## src/rtl/adder_arb_pkg.sv

```systemverilog
// Shared defaults, pointer reset helper and operand-slice macro for the shared adder arbiter.
// Optional signed-overflow flag is enabled by defining ADDER_ARB_OVF_EN.
`ifndef ADDER_ARB_PKG_SV
`define ADDER_ARB_PKG_SV

// Extracts lane idx of width w from a packed per-requester bus.
`define ADDER_ARB_SLICE(bus, idx, w) bus[int'(idx)*(w) +: (w)]

package adder_arb_pkg;
    localparam int ARB_NREQ  = 4;
    localparam int ARB_WIDTH = 32;
    localparam int ARB_IDW   = 2;

    // Pointer reset value: the last requester, so requester 0 wins first.
    function automatic int ptr_rst_val(input int nreq);
        return nreq - 1;
    endfunction
endpackage

`endif

```

## src/rtl/rr_arbiter.sv

```systemverilog
// Combinational round-robin grant: searches upward from last+1 with wrap.
module rr_arbiter
    import adder_arb_pkg::*;
#(
    parameter int NREQ = ARB_NREQ,
    parameter int IDW  = ARB_IDW
) (
    input  logic [NREQ-1:0] req,
    input  logic [IDW-1:0]  last,
    input  logic            en,
    output logic [NREQ-1:0] gnt,
    output logic [IDW-1:0]  gnt_id
);

    // Priority search starting just after the previously granted requester.
    always_comb begin
        logic           found;
        logic [IDW-1:0] idx;
        gnt    = '0;
        gnt_id = '0;
        found  = 1'b0;
        idx    = '0;
        if (en) begin
            for (int k = 1; k <= NREQ; k++) begin
                idx = IDW'((int'(last) + k) % NREQ);
                if (!found && req[idx]) begin
                    gnt[idx] = 1'b1;
                    gnt_id   = idx;
                    found    = 1'b1;
                end else begin
                    found = found;
                end
            end
        end else begin
            found = 1'b0;
        end
    end

endmodule

```

## src/rtl/shared_adder_arbiter.sv

```systemverilog
// One registered adder shared by NREQ requesters under round-robin valid/ready arbitration.
// Define ADDER_ARB_OVF_EN to add req_ovf_chk / rsp_ovf signed-overflow reporting.
module shared_adder_arbiter
    import adder_arb_pkg::*;
#(
    parameter int NREQ  = ARB_NREQ,
    parameter int WIDTH = ARB_WIDTH,
    parameter int IDW   = ARB_IDW
) (
    input  logic                  clk,
    input  logic                  reset_n,
    input  logic [NREQ-1:0]       req_valid,
    output logic [NREQ-1:0]       req_ready,
    input  logic [NREQ*WIDTH-1:0] req_a,
    input  logic [NREQ*WIDTH-1:0] req_b,
`ifdef ADDER_ARB_OVF_EN
    input  logic [NREQ-1:0]       req_ovf_chk,
    output logic                  rsp_ovf,
`endif
    output logic                  rsp_valid,
    input  logic                  rsp_ready,
    output logic [IDW-1:0]        rsp_id,
    output logic [WIDTH-1:0]      rsp_data
);

    localparam logic [IDW-1:0] LAST_RST = IDW'(ptr_rst_val(NREQ));

    if (IDW != $clog2(NREQ)) begin : g_idw_check
        $error("shared_adder_arbiter: IDW must equal clog2(NREQ)");
    end

    logic             r_rsp_valid;
    logic [IDW-1:0]   r_rsp_id;
    logic [WIDTH-1:0] r_rsp_data;
    logic [IDW-1:0]   r_last;

    logic             w_slot_free;
    logic [NREQ-1:0]  w_gnt;
    logic [IDW-1:0]   w_gnt_id;
    logic             w_accept;
    logic [WIDTH-1:0] w_a;
    logic [WIDTH-1:0] w_b;
    logic [WIDTH-1:0] w_sum;

    // A draining slot counts as free; reset_n gating keeps req_ready low while in reset.
    assign w_slot_free = (!r_rsp_valid || rsp_ready) && reset_n;

    rr_arbiter #(.NREQ(NREQ), .IDW(IDW)) u_rr (
        .req    (req_valid),
        .last   (r_last),
        .en     (w_slot_free),
        .gnt    (w_gnt),
        .gnt_id (w_gnt_id)
    );

    assign w_accept = |w_gnt;
    assign w_a      = `ADDER_ARB_SLICE(req_a, w_gnt_id, WIDTH);
    assign w_b      = `ADDER_ARB_SLICE(req_b, w_gnt_id, WIDTH);
    assign w_sum    = w_a + w_b;

    // Result slot and round-robin pointer.
    always_ff @(posedge clk or negedge reset_n) begin
        if (!reset_n) begin
            r_rsp_valid <= 1'b0;
            r_rsp_id    <= '0;
            r_rsp_data  <= '0;
            r_last      <= LAST_RST;
        end else if (w_accept) begin
            r_rsp_valid <= 1'b1;
            r_rsp_id    <= w_gnt_id;
            r_rsp_data  <= w_sum;
            r_last      <= w_gnt_id;
        end else if (rsp_ready) begin
            r_rsp_valid <= 1'b0;
        end else begin
            r_rsp_valid <= r_rsp_valid;
        end
    end

`ifdef ADDER_ARB_OVF_EN
    logic r_rsp_ovf;
    logic w_ovf;

    assign w_ovf = req_ovf_chk[w_gnt_id] && (w_a[WIDTH-1] == w_b[WIDTH-1])
                   && (w_sum[WIDTH-1] != w_a[WIDTH-1]);

    // Overflow flag travels with the sum and holds with it.
    always_ff @(posedge clk or negedge reset_n) begin
        if (!reset_n) begin
            r_rsp_ovf <= 1'b0;
        end else if (w_accept) begin
            r_rsp_ovf <= w_ovf;
        end else begin
            r_rsp_ovf <= r_rsp_ovf;
        end
    end

    assign rsp_ovf = r_rsp_ovf;
`endif

    assign req_ready = w_gnt;
    assign rsp_valid = r_rsp_valid;
    assign rsp_id    = r_rsp_id;
    assign rsp_data  = r_rsp_data;

endmodule

```

## config.mk

```make
export PLATFORM = sky130hd
export DESIGN_NAME = shared_adder_arbiter
export DESIGN_NICKNAME = d
export VERILOG_FILES = /design/src/rtl/adder_arb_pkg.sv /design/src/rtl/rr_arbiter.sv /design/src/rtl/shared_adder_arbiter.sv
export SDC_FILE = /design/constraint.sdc
export NUM_CORES = 1
export LEC_CHECK = 0
export ABC_AREA = 0
export CAP_MARGIN = 20
export CORE_ASPECT_RATIO = 1.4
export CORE_MARGIN = 3
export CORE_UTILIZATION = 36
export DETAILED_ROUTE_END_ITERATION = 8
export PLACE_DENSITY = 0.76
export SYNTH_ARGS = -nofsm -noshare
export SYNTH_HDL_FRONTEND = slang
export SYNTH_SLANG_ARGS = --single-unit
```

## constraint.sdc

```tcl
create_clock -name clk -period 6.8 [get_ports clk]
set_clock_uncertainty 0.1 [all_clocks]
set_input_delay 1.36 -clock clk [delete_from_list [all_inputs] [get_ports clk]]
set_output_delay 1.36 -clock clk [all_outputs]
set_load 0.05 [all_outputs]
```

-- Yosys cells after proc, flatten, opt, wreduce, memory -nomap -nowiden
Index checks and enable logic that the tools add are counted.
- flip-flop bits (word level): 37
- input bits: 263
- output and inout port bits: 39
- logic and storage cells: 74
- add/sub/neg operators: 5
- $lt $le $gt $ge: 8
- shifts and indexed selects: 2
- multiplexer cells: 37
- bitwise operators: 3
- reduce and logical (&&, ||, !) cells: 15
- operators by type and width (cell ; number):
    indexed part select 128 x 8 -> 32 bit ; 2
    adder 32 bit ; 1
    two-way mux 4 bit ; 8
    two-way mux 1 bit ; 16
    < comparator 2 x 3 -> 1 bit (second input constant) ; 4
    OR 4 bit ; 3
    two-way mux 2 bit ; 5
    binary-select mux 1 bit (select 2 bit) ; 4
    demux 1 bit (select 2 bit) ; 4
    greater-or-equal comparator 2 x 1 -> 1 bit (second input constant) ; 4
    logical AND 1 bit ; 8
    adder 2 x 1 -> 2 bit (second input constant) ; 2
    adder 2 bit (second input constant) ; 2
    zero test 1 bit ; 4
    OR reduction 4 bit ; 1
    nonzero test 2 bit ; 1
    logical OR 1 bit ; 1

-- Longest topological paths before layout
Gate-level depths: netlist (run 1).
- depth after elaboration: 19
- depth in mapped cells: 23
- depth with buffers taken out: 19

-- Cells and area by module
Synthesis (run 1) repeated with hierarchy kept, for this count alone.
- cells, all modules: 518
- area, all modules: 5117.4 um^2
- by module, submodules not included (module ; instances ; cells each ; area each (um^2) ; seq. area each (um^2)):
    shared_adder_arbiter ; 1 ; 471 ; 4678.2 ; 928.4
    rr_arbiter ; 1 ; 47 ; 439.2 ; 0.0

-- Worst setup path after synthesis (run 1)
Ideal clock, no wire load.
- path kind: input to register
- start point: input req_valid[1]
- end point: register r_rsp_data[20] (netlist: rsp_data[20])
- setup time: 83 ps
- arrival: 5251 ps
- required time: 6617 ps
- setup slack: 1366 ps
- cell stages on the path: 18
- buffers on the path: 3
- cell sequence: clkbuf_1 > mux4_2 > a31oi_1 > nor3_1 > a41oi_2 > clkbuf_1 > clkbuf_1 > nand2_1 > a31oi_1 > ha_1 > fa_1 > a21oi_1 > o211ai_1 > a21oi_1 > o41ai_1 > nand2_1 > a311o_1 > o21ai_0
- longest elaborated chain between the ends: 18
- elaborated cells on any way between the ends: 40
- classes of those cells: 1 x add/sub; 2 x shift; 27 x mux; 3 x bitwise; 7 x reduce/logical
- ends and longest elaborated chain (element ; RTL line ; source):
    start: declaration ; shared_adder_arbiter.sv:12 ; input logic [NREQ-1:0] req_valid,
    binary-select mux 1 bit (select 2 bit) ; rr_arbiter.sv:26 ; if (!found && req[idx]) begin
    two-way mux 1 bit (not written as such) ; rr_arbiter.sv:26 ;
    two-way mux 1 bit ; rr_arbiter.sv:26 ;
    two-way mux 1 bit ; rr_arbiter.sv:23 ; if (en) begin
    zero test 1 bit ; rr_arbiter.sv:26 ;
    logical AND 1 bit ; rr_arbiter.sv:26 ;
    two-way mux 1 bit ; rr_arbiter.sv:26 ;
    two-way mux 1 bit ; rr_arbiter.sv:23 ;
    (+2 left out) ; -- ;
    two-way mux 1 bit ; rr_arbiter.sv:26 ;
    two-way mux 1 bit ; rr_arbiter.sv:23 ;
    zero test 1 bit ; rr_arbiter.sv:26 ;
    logical AND 1 bit ; rr_arbiter.sv:26 ;
    two-way mux 2 bit ; rr_arbiter.sv:26 ;
    two-way mux 2 bit ; rr_arbiter.sv:23 ;
    indexed part select 128 x 8 -> 32 bit (no line) ; -- ;
    adder 32 bit ; shared_adder_arbiter.sv:59 ; assign w_sum = w_a + w_b;
    end signal: assignment ; shared_adder_arbiter.sv:71 ; r_rsp_data <= w_sum;
    end: declaration ; shared_adder_arbiter.sv:34 ; logic [WIDTH-1:0] r_rsp_data;
Several ways; a longest one is shown, not always the timed one. The select of a mux whose other input is x is not followed.
A chain may end at the register's enable or synchronous reset.

-- Worst setup path in the final report (run 1)
- start point: input req_valid[3]
- end point: register r_rsp_data[28] (netlist: rsp_data[28])
The elaborated chain is that of the path after synthesis.

==> results.txt, run 1 <==
Status -> finished, final reports clean
Layout Area Growth over Synthesis -> 62.2%
Leak -> 0.00345 µW
Final net count -> 1,334
Worst-Margin Slew -> 0.621 ns
Number of synthesized flops with an enable pin -> 0
Post-route cell area -> 8720 µm²
Reg clk slew, reported paths -> 0.06 ns
Final Critical Period -> 6.17 ns
Via count -> 6,616
Hold Buf Count CTS -> 0
Final setup TNS -> 0 ns
HP Class -> register to register
Post-synthesis sequential area ratio -> 17.3%
Count of pins over their slew limit -> 0
Drt total wl -> 21.4 mm
Layout cells sized above 1 -> 4.17%
Cts bufs inserted -> 5
Largest net degree at the start of global routing -> 81
Synth cell count leaders -> 185 x nand2_1, 71 x a31oi_1, 64 x a211oi_1
Crit Path Class -> input port to register
Sink Count -> 37
Syn Area/Cell -> 7.06 µm²
DRC viols -> 0
Final cell count without fillers -> 1,222
I/O Buffers -> 301
CP arrival -> 6.24 ns
Final setup vio count -> 0
CP Capture Type -> register
Worst skew pair latency -> 0.29 ns
Ys flop type -> dfrtp_1
Post-synth top area share -> 16.3%
Cell variety after synth -> 67
Vert. Die Dim -> 151 µm
Syn Nets -> 1,064
Max Cap Violations -> 0
YS warnings -> 0
Synth Instances -> 761
Area leader, netlist -> dfrtp_1
Worst VDD drop -> 0.000357 V
Total Routing Usage GR -> 24.9%
Initial antenna violation count -> 2
RSZ-0062 raised after global routing -> false
Relative slew slack -> 58.6%
Clock Path Buffers -> 2
Die area -> 16,500 µm²
Flops & latches, synth -> 37
Num ports -> 302
Critical Path Source Type -> input port
CTS root buffer -> clkbuf_16
Final period utilization -> 90.8%
CTS resizes -> 0
Die X -> 109 µm
Hpwl dp -> 18.0 mm
Worst path required time -> 6.87 ns
First-pass GRT wire length -> 32.0 mm
Row count -> 52
1st-pass router iterations -> 5
ANT nets after route -> 0
Fin. Hold Viols -> 0
Initial Util -> 36.9%
Vias in the first global route -> 6,234
Fmax -> 162 MHz
WL/cell -> 17.5 µm
Post CTS Setup Buffer Count -> 0
Count leader, synth -> nand2_1
Core area -> 14,600 µm²
RD Place Congestion -> 0.882
Netlist Area Pre-Place -> 5380 µm²
Synth async-reset ratio -> 100%
Post-DP Area -> 8570 µm²
Tot Pwr -> 5020 µW
Clock H-tree levels -> 2
CTS tree -> yes
Total gr overflow -> 0
Synth top area cells -> dfrtp_1 16%, nand2_1 13%, ha_1 9.1%
DR vias/cell -> 5.41
Final core occ -> 59.8%
Pwr per Cell Area -> 575 nW/µm²
Placed insts -> 1,213
Critical path peak fanout -> 46
1st-iter DRT viols -> 392
## where the power goes
part,total (µW),switching [µW],internal [µW]
clock,231,84.9,146
combinational,4350,2640,1710
sequential,434,78.2,356
total,5020,2800,2210
## layer usage
metal / GRT usage [%] / routed length [µm] / vias up
met1: 28.5 / 8280 / 3020
met5: 0 / 11 / -
li1: - / - / 3314
met3: 3.90 / 1290 / 34
met2: 46.2 / 11300 / 246
met4: 8.42 / 527 / 2
## cell type report
| cell class | count | area, µm² |
|---|---|---|
| diodes | 1 | 2.50 |
| clock buffers | 8 | 146 |
| fillers | 1399 | 5850 |
| inverters | 16 | 60.1 |
| multi-input cells | 655 | 4190 |
| flip-flops and latches | 37 | 928 |
| well taps | 189 | 236 |
| repair buffers | 316 | 3160 |
## cells in the final DEF (no fill, tap or decap), types with 6 or more instances in the layout
cell             instances
clkdlybuf4s50_1        300
nand2_1                184
a31oi_1                 71
a211oi_1                64
and2_1                  61
o21ai_0                 43
ha_1                    39
dfrtp_1                 35
a21oi_1                 32
nor2_1                  17
inv_1                   15
xor2_1                  14
xnor2_1                 14
buf_4                   12
a21o_1                  10
nand3b_1                 7
nand3_1                  7
nand2b_1                 6
o21bai_1                 6
## state kept, by name, indices dropped and copies added (netlist names)
register / flops
r_last: 2
rsp_data: 32
rsp_valid: 1
rsp_id: 2
## cells by family after synthesis
kind of cell / Yosys count / share of synthesized area, %
AOI/OAI and AO/OA: 262 / 32.6
xor gates and xnor gates: 28 / 4.56
adders and majority gates: 40 / 9.45
buffers and inverters: 69 / 5.38
DFF: 37 / 17.3
muxes: 11 / 2.86
and+or+nand+nor: 314 / 27.9
## worst max-delay path, cell delays in order
cell and delay (ns):
clkdlybuf4s50_1 0.63, mux4_2 0.65, a31oi_1 0.20, nor3_1 0.11, a41o_4 0.41, buf_12 0.23
a211oi_1 0.24, a31oi_1 0.07, ha_1 0.23, fa_1 0.41, a21oi_1 0.24, o211ai_1 0.17
a21oi_1 0.27, nor3b_1 0.15, o21ai_0 0.31, nand2_1 0.12, xor2_1 0.15, mux2_2 0.26
## per-stage QoR
| stage | hold slack [ns] | setup WS [ns] |
|---|---|---|
| 6_report | 0.379 | 0.627 |
| 5_1_grt | 0.395 | 0.262 |
| 4_1_cts | 0.383 | 0.675 |
| 3_5_place_dp | 0.371 | 0.381 |
| 3_3_place_gp | 0.362 | 0.469 |
| 2_1_floorplan | 0.602 | 1.37 |
## final timing paths
| path | from | to | slack, ns | cells after the start |
|---|---|---|---|---|
| min in group asynchronous | reset_n | rsp_data[28]$_DFFE_PN0P_ | 1.08 | 2 |
| max in group asynchronous | reset_n | r_last[1]$_DFFE_PN1P_ | 5.15 | 2 |
| setup reg to reg | r_last[0]$_DFFE_PN1P_ | rsp_data[28]$_DFFE_PN0P_ | 0.83 | 19 |
| hold / removal | rsp_data[6]$_DFFE_PN0P_ | rsp_data[6]$_DFFE_PN0P_ | 0.38 | 2 |
| setup / recovery | req_valid[3] | rsp_data[28]$_DFFE_PN0P_ | 0.63 | 18 |
| hold reg to reg | rsp_data[6]$_DFFE_PN0P_ | rsp_data[6]$_DFFE_PN0P_ | 0.38 | 2 |
Note: power is estimated with default switching activity, not from simulation.
==> inputs of run 2 (changes only) <==
- CORE_MARGIN: 3 -> unset
==> run 2 against run 1 <==
- hold slack got worse by 0.0014 ns
- largest cell class unchanged
- clock-buffer cell count did not move
- critical endpoint is now rsp_data[25]$_DFFE_PN0P_
- critical path depth did not move
- first-iteration DRC count fell by 6.9%
- fmax rose by 1.6%
- highest routed layer is now met4
- sequential power rose by 2%
- register-to-register slack improved by 0.11 ns
- die area fell by 6.2%
- clock power fell by 5%
- routed wire length fell by 1.2%
==> results.txt, run 2 (synthesis gave the netlist of run 1 again) <==
Most common cell after layout, fill and taps aside -> clkdlybuf4s50_1
Layout Area Growth over Synthesis -> 62.2%
Final setup vio count -> 0
CTS tree -> yes
Relative slew slack -> 57.8%
Row count -> 52
Hold Buf Count CTS -> 0
GRT met1 Usage -> 30.7%
Sink Count -> 37
Die area -> 15,400 µm²
Final net count -> 1,335
Final setup TNS -> 0 ns
Largest net degree at the start of global routing -> 84
Reg2reg end -> rsp_data[25]$_DFFE_PN0P_
Worst-Margin Slew -> 0.625 ns
Reg2reg start -> r_last[0]$_DFFE_PN1P_
FF-to-FF path depth -> 19
DRC viols -> 0
Max Cap Violations -> 0
Cells along the critical path -> clkdlybuf4s50_1, or3b_1, a2111oi_2, nor2_1, o21ai_0, nand2_4, buf_4, buf_4, a31oi_1, ha_1, a21oi_1, o211ai_1, a31oi_1, nor2_1, a221oi_1, o21ai_0, xnor2_1, o21ai_0
Fmax -> 165 MHz
Clock Path Buffers -> 2
1st-pass router iterations -> 4
Slowest library cell on the worst path -> clkdlybuf4s50_1
Worst hold slack -> 0.377 ns
WP buf/inv -> 3
Final period utilization -> 89.3%
ANT nets after route -> 0
Final cell count without fillers -> 1,223
Critical path peak fanout -> 39
Total gr overflow -> 0
Critical Path Source Type -> input port
Core area -> 14,500 µm²
Worst path required time -> 6.85 ns
Leak -> 0.00345 µW
1st-iter DRT viols -> 365
Reg clk slew, reported paths -> 0.06 ns
Status -> finished, final reports clean
Num ports -> 302
First-pass GRT wire length -> 33.0 mm
RD Place Congestion -> 0.905
Commonest non-fill, non-tap cells in the layout -> 300 x clkdlybuf4s50_1, 184 x nand2_1, 71 x a31oi_1, 64 x a211oi_1, 61 x and2_1
Slack of the worst reg-to-reg path -> 0.94 ns
Vert. Die Dim -> 147 µm
Clock H-tree levels -> 2
I/O Buffers -> 301
GR Util met2 -> 50.6%
Crit path top cell by count -> o21ai_0
Min-delay src -> rsp_data[25]$_DFFE_PN0P_
Vias in the first global route -> 6,384
Total Routing Usage GR -> 27.1%
CP Capture Type -> register
Initial antenna violation count -> 1
DR vias/cell -> 5.39
CTS resizes -> 0
Drt total wl -> 21.1 mm
Most Used Layer, Global Route -> met2
Final Critical Period -> 6.07 ns
Largest register FFs -> 32
HP Class -> register to register
Worst VDD drop -> 0.000283 V
Cts bufs inserted -> 5
Placed insts -> 1,214
Final core occ -> 60.1%
WL/cell -> 17.3 µm
Fin. Hold Viols -> 0
Layout cells sized above 1 -> 4.16%
Via count -> 6,595
Pwr per Cell Area -> 578 nW/µm²
Die X -> 105 µm
RSZ-0062 raised after global routing -> false
M3 GR Usage -> 4.29%
Worst Hold End -> rsp_data[25]$_DFFE_PN0P_
Count of pins over their slew limit -> 0
Worst skew pair latency -> 0.28 ns
Hold depth -> 2
Initial Util -> 37.1%
Hpwl dp -> 17.8 mm
CTS root buffer -> clkbuf_16
Post CTS Setup Buffer Count -> 0
Crit-path max cell delay -> 0.68 ns
Crit Path Class -> input port to register
CP arrival -> 6.13 ns
Critical path's top delay family -> compound AO/OA/AOI/OAI gates
[run 2: final cells by class]
type                    instances  area (µm²)
fillers                      1364        5790
multi-input cells             655        4190
repair buffers                317        3170
flip-flops and latches         37         928
well taps                     189         236
clock buffers                   8         136
inverters                      16        60.1
diodes                          1        2.50
[run 2: routing by layer]
layer,vias up,wire (µm)
li1,3311,-
met1,3043,8310
met2,208,11100
met3,33,1130
met4,0,599
met5,-,0
[run 2: where the power goes]
| group | switching (µW) | leakage, µW | internal (µW) |
|---|---|---|---|
| clock | 83.2 | 0.0000652 | 136 |
| sequential | 85.9 | 0.000451 | 356 |
| combinational | 2660 | 0.00293 | 1720 |
[run 2: through the flow]
step	setup WS, ns	power, µW	cell area (µm²)
after floorplan	1.37	3550	5380
after global placement	0.526	4730	8580
after detailed placement	0.483	4790	8580
after CTS	0.754	5030	8720
after global routing	0.323	5500	8720
final	0.725	5040	8720
[run 2: how the worst max path moves through the flow]
stage,startpoint,end,slack (ns),depth (start not counted)
2_1_floorplan,req_valid[1],rsp_data[20]$_DFFE_PN0P_,1.37,18
3_3_place_gp,req_valid[2],rsp_data[25]$_DFFE_PN0P_,0.53,18
3_5_place_dp,req_valid[2],rsp_data[20]$_DFFE_PN0P_,0.48,17
4_1_cts,req_valid[2],rsp_data[20]$_DFFE_PN0P_,0.75,17
5_1_grt,req_valid[3],rsp_data[20]$_DFFE_PN0P_,0.32,17
6_report,req_valid[2],rsp_data[25]$_DFFE_PN0P_,0.73,18
[run 2: tightest hold or removal path: stages, from the launching register on]
cell and delay, ns:
dfrtp_1 0.34, nand2_1 0.04, o21ai_0 0.06
